===== config.mk =====
export PLATFORM = sky130hd
export DESIGN_NAME = stuff_window_ctrl
export DESIGN_NICKNAME = d
export VERILOG_FILES = /design/src/rtl/can_pkg.sv /design/src/rtl/stuff_run_cnt.sv /design/src/rtl/stuff_window_ctrl.sv
export SDC_FILE = /design/constraint.sdc
export NUM_CORES = 1
export LEC_CHECK = 0
export CORE_UTILIZATION = 39
export DETAILED_ROUTE_END_ITERATION = 7
export GPL_ROUTABILITY_DRIVEN = 0
export MAX_ROUTING_LAYER = met4
export PLACE_DENSITY = 0.63
export SLEW_MARGIN = 10
export SYNTH_ARGS = -nofsm -noshare
export SYNTH_HDL_FRONTEND = slang
export SYNTH_SLANG_ARGS = --single-unit

===== constraint.sdc =====
create_clock -name SP -period 5 [get_ports SP]
set_input_delay 0.75 -clock SP [delete_from_list [all_inputs] [get_ports SP]]
set_output_delay 0.75 -clock SP [all_outputs]
set_load 0.005 [all_outputs]

===== src/rtl/can_pkg.sv =====
// Shared field codes, field lengths and data-length helper for the CAN frame
// window controller.
package can_pkg;

   typedef enum logic [2:0] {
      ST_IDLE = 3'd0,
      ST_ARB  = 3'd1,
      ST_CTRL = 3'd2,
      ST_DATA = 3'd3,
      ST_CRC  = 3'd4,
      ST_TAIL = 3'd5
   } field_e;

   localparam int FCNT_W = 8;

   localparam logic [FCNT_W-1:0] ARB_STD_LEN = FCNT_W'(12);
   localparam logic [FCNT_W-1:0] ARB_EXT_LEN = FCNT_W'(32);
   localparam logic [FCNT_W-1:0] CTRL_LEN    = FCNT_W'(6);
   localparam logic [FCNT_W-1:0] CRC_LEN     = FCNT_W'(15);

   // Number of destuffed DATA bits for a given DLC; remote frames carry none.
   function automatic logic [FCNT_W-1:0] data_bits(input logic [3:0] dlc,
                                                   input logic       rtr,
                                                   input int         max_bytes);
      logic [FCNT_W-1:0] n;
      if (rtr) return '0;
      n = (int'({28'd0, dlc}) < max_bytes) ? FCNT_W'(dlc) : FCNT_W'(max_bytes);
      return n << 3;
   endfunction

endpackage


===== src/rtl/stuff_run_cnt.sv =====
// Run-length tracker for bit stuffing: flags the bit following five equal bits.
module stuff_run_cnt (
   input  logic clk,
   input  logic reset,
   input  logic clr,
   input  logic load,
   input  logic en,
   input  logic rx,
   output logic stuff
);

   logic [2:0] run_q;
   logic       prev_q;

   assign stuff = (run_q == 3'd5);

   always_ff @(posedge clk) begin
      if (reset || clr) begin
         run_q  <= '0;
         prev_q <= 1'b0;
      end else if (load) begin
         // SOF is always dominant and opens the first run
         run_q  <= 3'd1;
         prev_q <= 1'b0;
      end else if (en) begin
         run_q  <= (stuff || (rx != prev_q)) ? 3'd1 : run_q + 3'd1;
         prev_q <= rx;
      end
   end

endmodule


===== src/rtl/stuff_window_ctrl.sv =====
// Tracks CAN frame fields on the sample-point clock and marks the stuff area.
// Define STUFF_EXT_ID_EN to decode extended (29-bit ID) frames; otherwise they abort.
module stuff_window_ctrl
   import can_pkg::*;
#(
   parameter int TAIL_BITS = 10,
   parameter int MAX_BYTES = 8
) (
   input  logic       SP,
   input  logic       reset,
   input  logic       RX,
   input  logic       STF_ERR,
   output logic       F_STF,
   output logic       STF_SKIP,
   output logic       BIT_EN,
   output logic [2:0] FIELD,
   output logic [3:0] DLC,
   output logic       IDE,
   output logic       FRAME_DONE
);

   localparam logic [FCNT_W-1:0] TAIL_LAST = FCNT_W'(TAIL_BITS - 1);

   field_e            state_q, state_d, field_d;
   logic [FCNT_W-1:0] fcnt_q, fcnt_d, dbits;
   logic [3:0]        dlc_d, dlc_sh;
   logic              ide_d, rtr_q, rtr_d, ext_q, ext_d;
   logic              f_stf_d, skip_d, bit_en_d, done_d;
   logic              run_load, run_en, run_clr, stuff;

   stuff_run_cnt u_run (
      .clk   (SP),
      .reset (reset),
      .clr   (run_clr),
      .load  (run_load),
      .en    (run_en),
      .rx    (RX),
      .stuff (stuff)
   );

   assign dlc_sh  = {DLC[2:0], RX};
   assign dbits   = data_bits(DLC, rtr_q, MAX_BYTES);
   assign run_clr = ~STF_ERR;

   always_ff @(posedge SP) begin
      if (reset) begin
         state_q    <= ST_IDLE;
         fcnt_q     <= '0;
         rtr_q      <= 1'b0;
         ext_q      <= 1'b0;
         DLC        <= '0;
         IDE        <= 1'b0;
         F_STF      <= 1'b1;
         STF_SKIP   <= 1'b0;
         BIT_EN     <= 1'b0;
         FIELD      <= ST_IDLE;
         FRAME_DONE <= 1'b0;
      end else begin
         state_q    <= state_d;
         fcnt_q     <= fcnt_d;
         rtr_q      <= rtr_d;
         ext_q      <= ext_d;
         DLC        <= dlc_d;
         IDE        <= ide_d;
         F_STF      <= f_stf_d;
         STF_SKIP   <= skip_d;
         BIT_EN     <= bit_en_d;
         FIELD      <= field_d;
         FRAME_DONE <= done_d;
      end
   end

   always_comb begin
      state_d  = state_q;
      fcnt_d   = fcnt_q;
      dlc_d    = DLC;
      ide_d    = IDE;
      rtr_d    = rtr_q;
      ext_d    = ext_q;
      field_d  = ST_IDLE;
      f_stf_d  = 1'b1;
      skip_d   = 1'b0;
      bit_en_d = 1'b0;
      done_d   = 1'b0;
      run_load = 1'b0;
      run_en   = 1'b0;

      if (!STF_ERR) begin
         state_d = ST_IDLE;
         fcnt_d  = '0;
      end else begin
         unique case (state_q)
            ST_IDLE: if (!RX) begin
               state_d  = ST_ARB;
               fcnt_d   = '0;
               dlc_d    = '0;
               ide_d    = 1'b0;
               rtr_d    = 1'b0;
               ext_d    = 1'b0;
               run_load = 1'b1;
               bit_en_d = 1'b1;
               f_stf_d  = 1'b0;
            end
            ST_TAIL: begin
               field_d  = ST_TAIL;
               bit_en_d = 1'b1;
               if (fcnt_q == TAIL_LAST) begin
                  state_d = ST_IDLE;
                  fcnt_d  = '0;
                  done_d  = 1'b1;
               end else begin
                  fcnt_d  = fcnt_q + 1'b1;
               end
            end
            ST_ARB, ST_CTRL, ST_DATA, ST_CRC: begin
               run_en  = 1'b1;
               field_d = state_q;
               f_stf_d = 1'b0;
               if (stuff) begin
                  skip_d = 1'b1;
               end else begin
                  bit_en_d = 1'b1;
                  fcnt_d   = fcnt_q + 1'b1;
                  unique case (state_q)
                     ST_ARB: begin
                        // The bit after RTR/SRR is IDE: dominant means it is
                        // already the first control bit of a standard frame.
                        if (!ext_q && fcnt_q == ARB_STD_LEN) begin
                           if (!RX) begin
                              field_d = ST_CTRL;
                              state_d = ST_CTRL;
                              fcnt_d  = FCNT_W'(1);
                           end else begin
`ifdef STUFF_EXT_ID_EN
                              ext_d = 1'b1;
                              ide_d = 1'b1;
`else
                              state_d  = ST_IDLE;
                              fcnt_d   = '0;
                              field_d  = ST_IDLE;
                              f_stf_d  = 1'b1;
                              bit_en_d = 1'b0;
`endif
                           end
                        end else if (ext_q && fcnt_q == ARB_EXT_LEN - 1'b1) begin
                           rtr_d   = RX;
                           state_d = ST_CTRL;
                           fcnt_d  = '0;
                        end else if (!ext_q && fcnt_q == ARB_STD_LEN - 1'b1) begin
                           rtr_d = RX;
                        end
                     end
                     ST_CTRL: begin
                        if (fcnt_q >= FCNT_W'(2)) dlc_d = dlc_sh;
                        if (fcnt_q == CTRL_LEN - 1'b1) begin
                           fcnt_d  = '0;
                           state_d = (data_bits(dlc_sh, rtr_q, MAX_BYTES) == '0) ? ST_CRC : ST_DATA;
                        end
                     end
                     ST_DATA: if (fcnt_q == dbits - 1'b1) begin
                        state_d = ST_CRC;
                        fcnt_d  = '0;
                     end
                     ST_CRC: if (fcnt_q == CRC_LEN) begin
                        // CRC done and no stuff bit pending: this is tail bit 0
                        field_d = ST_TAIL;
                        f_stf_d = 1'b1;
                        if (TAIL_LAST == '0) begin
                           state_d = ST_IDLE;
                           fcnt_d  = '0;
                           done_d  = 1'b1;
                        end else begin
                           state_d = ST_TAIL;
                           fcnt_d  = FCNT_W'(1);
                        end
                     end
                     default: ;
                  endcase
               end
            end
            default: begin
               state_d = ST_IDLE;
               fcnt_d  = '0;
            end
         endcase
      end
   end

endmodule


==> results of run 1 <==
-- sequential cells by signal, summed over array words and instances (netlist names), 3 cells and up --
register	count
FIELD	3
state_q	3
u_run.run_q	3
fcnt_q	8
DLC	4
-- layer usage --
metal / track usage / vias up
li1: - / 877
met4: 0.0378 / 0
met3: 0.0299 / 4
met1: 0.256 / 830
met2: 0.276 / 49
met5: - / -
-- area by class of cell --
class	count	area share
sequential	27	0.269
multi-input combinational	196	0.593
timing repair buffer	14	0.0697
inverter	7	0.0137
tap	52	0.0323
clock buffer	4	0.0224
-- cells in the final DEF (no fill, tap or decap), drive strengths merged, types with 6 or more instances in the layout --
| cell type | n |
|---|---|
| a21oi | 27 |
| ha | 7 |
| dfxtp | 27 |
| nand3 | 14 |
| nand2 | 29 |
| nor2 | 29 |
| nor3 | 7 |
| clkdlybuf4s50 | 14 |
| inv | 6 |
| o21ai | 12 |
| nand2b | 8 |
-- cell families after synthesis --
| family | synth area share |
|---|---|
| DFF | 0.294 |
| buffers and inverters | 0.0571 |
| and+or+nand+nor | 0.306 |
| adders and majority gates | 0.0476 |
| xor gates and xnor gates | 0.0238 |
| AOI/OAI and AO/OA | 0.253 |
| muxes | 0.0163 |
| other | 0.00204 |
-- worst register-to-register path: stages, from the launching register on --
cell	delay (ns)
dfxtp_1	0.82
nor2_1	0.31
xnor2_1	0.62
nand2_1	0.25
or3_1	0.39
a21oi_1	0.14
-- per-stage QoR --
step	instances	utilization	area (um^2)	setup WS, ns
floorplan	245	-	1840	2.66
global placement	296	0.443	1970	2.20
detailed placement	296	0.443	1970	2.14
CTS	300	0.453	2010	2.41
global route	300	0.453	2010	2.16
finish	300	0.453	2010	2.40
-- power by group --
group          leakage, uW  switching (uW)  total [uW]  internal (uW)
sequential        0.000218            5.56         223            217
clock            0.0000228            69.4         127           57.1
combinational     0.000443            27.1        45.2           18.1
-- final timing paths --
check,start,end
max,state_q[0],u_run.run_q[2]
min,u_run.prev_q,u_run.prev_q
max reg2reg,state_q[0],u_run.run_q[2]
min reg2reg,u_run.prev_q,u_run.prev_q
==> impl_metrics.yaml, run 1 <==
critical_path:
  cp_data_required_time_ns: 5.21
  endpoint_kind: "flop"
  critPathLaunchType: "flop"
  cp_top_family: "simple AND/OR/NAND/NOR gates"
  worstPathCellList: "nor2_1 -> xnor2_1 -> nand2_1 -> or3_1 -> a21oi_1"
  rr_worst_depth: 5
  worst-setup-path-type: "reg -> reg"
  crit_slowest_cell: "dfxtp_1"
  crit_path_max_incr_delay_ns: 0.82
  cp_max_fo: 23
  crit_cells: 5
  crit_buf_inv: 0
  r2r_slack_ns: 2.40
  cp.arrival_ns: 2.81
die:
  start_util: 0.414
  dieArea_um2: 4990
  die_height_um: 70.7
  die_x_um: 70.7
  boundaryPins: 16
  core_area_um2: 4440
  rows: 24
global_routing:
  grt_max_degree: 24
  grt-ovfl-total: 0
  grt_usage: 0.182
  grt_pass1_wl_um: 7170
  first_global_vias: 1493
  antenna_found_initial: 0
placed_design:
  detailed_place_hpwl_um: 3060
  port_buffers: 14
route:
  drt_iter0_markers: 147
  drt-met1-wl_um: 2070
  ant_nets: 0
  wl_met2_um: 1980
  routed.top_layer: "met4"
  viasPerCell: 5.87
  post-route-drc-count: 2
  vias: 1760
  met3_length_um: 190
  finalWirelength_um: 4270
  wl_per_cell_um: 14.2
  dr.pass1.iters: 7
sta:
  fmax_ghz: 0.385
  maxSlewHeadroom: 0.457
  hold_slack_ns: 0.486
  grt_setup_unrepaired: "no"
  timing.setup.tns_ns: 0
  fin_crit_sh: 0.520
  setup_viol: 0
  skew_ns: 0.00560
  final_hold_viol_count: 0
  fin_crit_ns: 2.60
  worst_pin_slew_ns: 0.813
  drv_slew: 0
yosys:
  synth_ff_type: "dfxtp_1"
  syn_area_per_cell_um2: 7.51
  synth_area_leaders: "dfxtp_1 (29%), a21oi_1 (7.3%), nor2_1 (5.9%)"
  synthTopCellsByCount: "nor2_1 (29), nand2_1 (28), a21oi_1 (27), dfxtp_1 (27), nand3_1 (14)"
  synth_top_area_frac: 0.294
  synthArstFlopShare: 0
  synth_area_um2: 1840
  syn-instance-count: 245
  syn_nets: 256
  synth_area_leader_cell: "dfxtp_1"
  yosysUniqueCellTypes: 53
  synth_edf_count: 0
  synth_seq_cells: 27
  synth.most_common_cell: "nor2_1"
  synth-seq-area-share: 0.294
  synth_warnings: 0
pwr:
  cellLeakagePower_uw: 0.000684
  finalPower_uw: 394
  cellPowerDensity_nw_per_um2: 196
  ir_worst_vdd_mv: 0.0929
final_layout:
  multi_input_area_um2: 1190
  seqCellArea_um2: 541
  diodes: 0
  nets: 260
  syn2layout_area_growth_pct: 9.39
  fillCellCount: 443
  layout-drive-gt1-share: 0.0605
clocking:
  cts_tree: "yes"
  clkTransAtPathRegs_ns: 0.10
  cts_resized: 0
  post_cts_buffers: 0
  cts.path.max_buffers: 2
  cts.sinks: 27
  root_buffer: "clkbuf_8"
  hold_buffers: 0
  numCtsBuffers: 3
  worst_skew_pair.late_latency_ns: 0.27
  cts_htree_levels: 1
hold_path:
  hold_class: "reg -> reg"
  hold_depth: 2
outcome:
  violations: "design-rule violations"
  status: "complete, but fails checks"
run:
  maxCapViolCount: 0
No activity file was read; power rests on OpenSTA's default activity.
==> inputs of run 2 (changes only) <==
==> constraint.sdc (replaced) <==
create_clock -name SP -period 2.6 [get_ports SP]
set_input_delay 0.39 -clock SP [delete_from_list [all_inputs] [get_ports SP]]
set_output_delay 0.39 -clock SP [all_outputs]
set_load 0.005 [all_outputs]
==> impl_metrics.yaml, run 2 (synthesis gave the netlist of run 1 again) <==
outcome:
  status: "complete, but fails checks"
  violations: "design-rule violations"
critical_path:
  endpoint_kind: "flop"
  crit_start: "rtr_q"
  worst-setup-path-type: "reg -> reg"
  worstPathCellList: "nor3b_2 -> inv_1 -> ha_1 -> xnor2_1 -> and3_1 -> a2111o_1 -> o21ai_2 -> a31oi_4 -> a21o_1 -> a22o_1"
  cp_max_fo: 8
  timing.rr.start: "rtr_q"
  crit_path_max_incr_delay_ns: 0.39
  critPathLaunchType: "flop"
  crit_slowest_cell: "dfxtp_1"
  cp_top_family: "compound AO/OA/AOI/OAI gates"
  crit_buf_inv: 1
  cp.arrival_ns: 2.61
  cp_data_required_time_ns: 2.78
sta:
  fin_crit_ns: 2.44
  setup_viol: 0
  worst_pin_slew_ns: 0.667
  fin_ws_ns: 0.162
  grt_setup_unrepaired: "no"
  timing.setup.tns_ns: 0
  fin_crit_sh: 0.938
  maxSlewHeadroom: 0.549
  drv_slew: 0
  fmax_ghz: 0.410
  final_hold_viol_count: 0
  skew_ns: 0.00210
hold_path:
  hold_class: "reg -> reg"
  hp-start: "u_run.prev_q"
clocking:
  cts.sinks: 27
  numCtsBuffers: 3
  cts_resized: 0
  cts_htree_levels: 1
  root_buffer: "clkbuf_8"
  cts_tree: "yes"
  hold_buffers: 0
  worst_skew_pair.late_latency_ns: 0.27
  cts.path.max_buffers: 2
  clkTransAtPathRegs_ns: 0.09
  post_cts_buffers: 0
final_layout:
  syn2layout_area_growth_pct: 13.5
  top_register: "fcnt_q"
  final_cell_mix: "nor2_1 (29), nand2_1 (28), a21oi_1 (27)"
  largestRegisters: "fcnt_q: 8 flops, DLC: 4 flops"
  fillCellCount: 441
  utilization: 0.470
  final_common_cell: "nor2_1"
  largest_register_ffs: 8
  nets: 270
  diodes: 0
  layout-drive-gt1-share: 0.101
die:
  boundaryPins: 16
  rows: 24
  core_area_um2: 4440
  dieArea_um2: 4990
  start_util: 0.414
  die_x_um: 70.7
  die_height_um: 70.7
pwr:
  cellPowerDensity_nw_per_um2: 369
  cellLeakagePower_uw: 0.000734
  finalPower_uw: 771
  ir_worst_vdd_mv: 0.329
route:
  viasPerCell: 5.58
  ant_nets: 0
  post-route-drc-count: 2
  dr.pass1.iters: 6
  finalWirelength_um: 4460
  drt_iter0_markers: 103
  vias: 1731
  wl_per_cell_um: 14.4
global_routing:
  grt_max_degree: 16
  antenna_found_initial: 0
  grt_pass1_wl_um: 7730
  grt-ovfl-total: 0
  grt_usage: 0.199
  first_global_vias: 1588
placed_design:
  detailed_place_hpwl_um: 3270
  port_buffers: 14
  dpl_worst_slack_ns: 0.130
run:
  maxCapViolCount: 0
-- run 2: layer usage --
layer / track usage / routed length (um) / up-vias / part of all wire
li1: - / - / 901 / -
met1: 0.262 / 2180 / 784 / 0.49
met2: 0.305 / 2030 / 38 / 0.46
met3: 0.0442 / 157 / 8 / 0.035
met4: 0.0600 / 81 / 0 / 0.018
met5: - / 0 / - / 0
-- run 2: worst reg2reg max path: cells and delay by family, from the launching register on --
kind / cells / cell delay, ns
buf+inv: 1 / 0.07
simple gates: 2 / 0.45
flops: 1 / 0.39
fa+ha+maj: 1 / 0.22
xor+xnor: 1 / 0.14
compound gates: 5 / 1.09
-- run 2: power by group --
group          switching, uW  internal (uW)  total (uW)  leakage, uW
registers               6.06            418         424     0.000219
clock network            134            110         244    0.0000228
logic                   60.0           43.3         103     0.000493
total                    200            571         771     0.000734
-- run 2: layout make-up --
cell class / instances / area [um^2] / share of cell area
timing repair buffer: 24 / 215 / 0.103
sequential: 27 / 542 / 0.259
inverter: 7 / 27.5 / 0.0132
multi-input combinational: 196 / 1190 / 0.572
tap: 52 / 65.1 / 0.0312
clock buffer: 4 / 45.0 / 0.0216
-- run 2: path summary, 6_finish.rpt --
| check | end | slack, ns | cells past startpoint |
|---|---|---|---|
| max | fcnt_q[3] | 0.16 | 10 |
| min | u_run.prev_q | 0.50 | 2 |
| max reg2reg | fcnt_q[3] | 0.16 | 10 |
| min reg2reg | u_run.prev_q | 0.50 | 2 |
-- run 2: per-stage QoR --
step / instances / cell area (um^2) / hold WS, ns
2_1_floorplan: 245 / 1840 / 0.449
3_3_place_gp: 306 / 2040 / 0.460
3_5_place_dp: 306 / 2040 / 0.484
4_1_cts: 310 / 2090 / 0.498
5_1_grt: 310 / 2090 / 0.535
6_report: 310 / 2090 / 0.499
==> RTL edit: new RTL, config.mk and constraints of run 2 <==
Register the output `STF_SKIP` once more, cleared by the reset; this adds one clock of latency there. The other outputs are not delayed to match.
--- a/src/rtl/stuff_window_ctrl.sv
+++ b/src/rtl/stuff_window_ctrl.sv
@@ -23,2 +23,4 @@
 
+   logic STF_SKIP_s0;
+
    field_e            state_q, state_d, field_d;
@@ -53,3 +55,3 @@
          F_STF      <= 1'b1;
-         STF_SKIP   <= 1'b0;
+         STF_SKIP_s0 <= 1'b0;
          BIT_EN     <= 1'b0;
@@ -65,3 +67,3 @@
          F_STF      <= f_stf_d;
-         STF_SKIP   <= skip_d;
+         STF_SKIP_s0 <= skip_d;
          BIT_EN     <= bit_en_d;
@@ -188,2 +190,10 @@
 
+   always_ff @(posedge SP) begin
+      if (reset) begin
+         STF_SKIP <= '0;
+      end else begin
+         STF_SKIP <= STF_SKIP_s0;
+      end
+   end
+
 endmodule
Function: changed (Yosys sat finds a counterexample within 10 cycles, from zero or initial values and one cycle with reset high).
==> RTL edit against run 2 <==
- clock skew grew 0.00073 ns
- sequential cell count grew 1
- worst setup slack lost 0.021 ns
- area after synthesis is essentially flat
- total power grew 9.8%
- critical path depth shrank 1
- routed wire length shrank 2.1%
- count of clock-buffer cells in the layout shrank 1
- design area shrank 0.48%
- largest cell class unchanged
- highest routed layer unchanged
==> RTL edit: results (changes against run 2) <==
Compound-Gate Fraction of Synth Area: 22.4% (-2.9 points)
Syn_nets: 245 (-4.3%)
Yosys cell types: 54 (+1.9%)
WL/cell: 14.8 µm (+3.2%)
Max incr delay on CP: 0.49 ns (+0.10 ns)
Worst EP arrival: 2.67 ns (+0.06 ns)
Synth Instances: 234 (-4.5%)
Vias: 1674 (-3.3%)
Worst path slowest cell: or4_1
Adder-Cell Fraction of Synth Area: 4.77% (about the same)
Top post-synthesis cells by count: 28 x dfxtp_1, 25 x nand2_1, 22 x nor2_1, 16 x a21oi_1, 13 x o21ai_0
Status: completed
Pre-Repair DR Iteration Count: 4 (-2)
Leak: 0.764 nW (+4.0%)
Multiplexer area fraction after synthesis: 1.63% (about the same)
Slew HR: 57.6% (+2.7 points)
Final Skew: 0.00283 ns (+0.000727 ns)
Register area share after synthesis: 30.5% (+1.1 points)
Clock Buffer Count: 3 (-1)
Peak supply drop: 0.232 mV (-29%)
GRT Resource Usage Total: 19.0% (-0.87 points)
First-pass GRT wire length: 7.40 mm (-4.3%)
Hold depth: 1 (-1)
Reg2reg setup slack: 0.14 ns (-0.02 ns)
Min-delay src: STF_SKIP_s0$_SDFF_PP0_
WHS Endpoint: STF_SKIP$_SDFF_PP0_
Fin cells: 294 (-5.2%)
-- RTL edit: metrics by stage --
step	worst slack [ns]	setup TNS (ns)	area, µm²
after floorplan	0.315	0	1840
after global placement	0.253	0	2020
after detailed placement	0.170	0	2020
after CTS	0.137	0	2060
after global routing	-0.00418	-0.00418	2080
final	0.141	0	2080
-- RTL edit: layer usage --
metal	GRT usage [%]	vias to the layer above	share of wire, %
met5	-	-	0
met4	4.22	0	0.60
met3	3.56	6	6.1
met2	28.7	59	45
met1	26.5	756	48
li1	-	853	-
-- RTL edit: what timing repair did --
action | in CTS | in global routing
resized for setup | 0 | 3
setup buffers | 0 | 0
setup endpoints to repair | 0 | 1
-- RTL edit: power by group --
group | internal [mW] | switching (mW)
sequential | 0.437 | 0.0161
combinational | 0.0673 | 0.0919
clock | 0.104 | 0.130
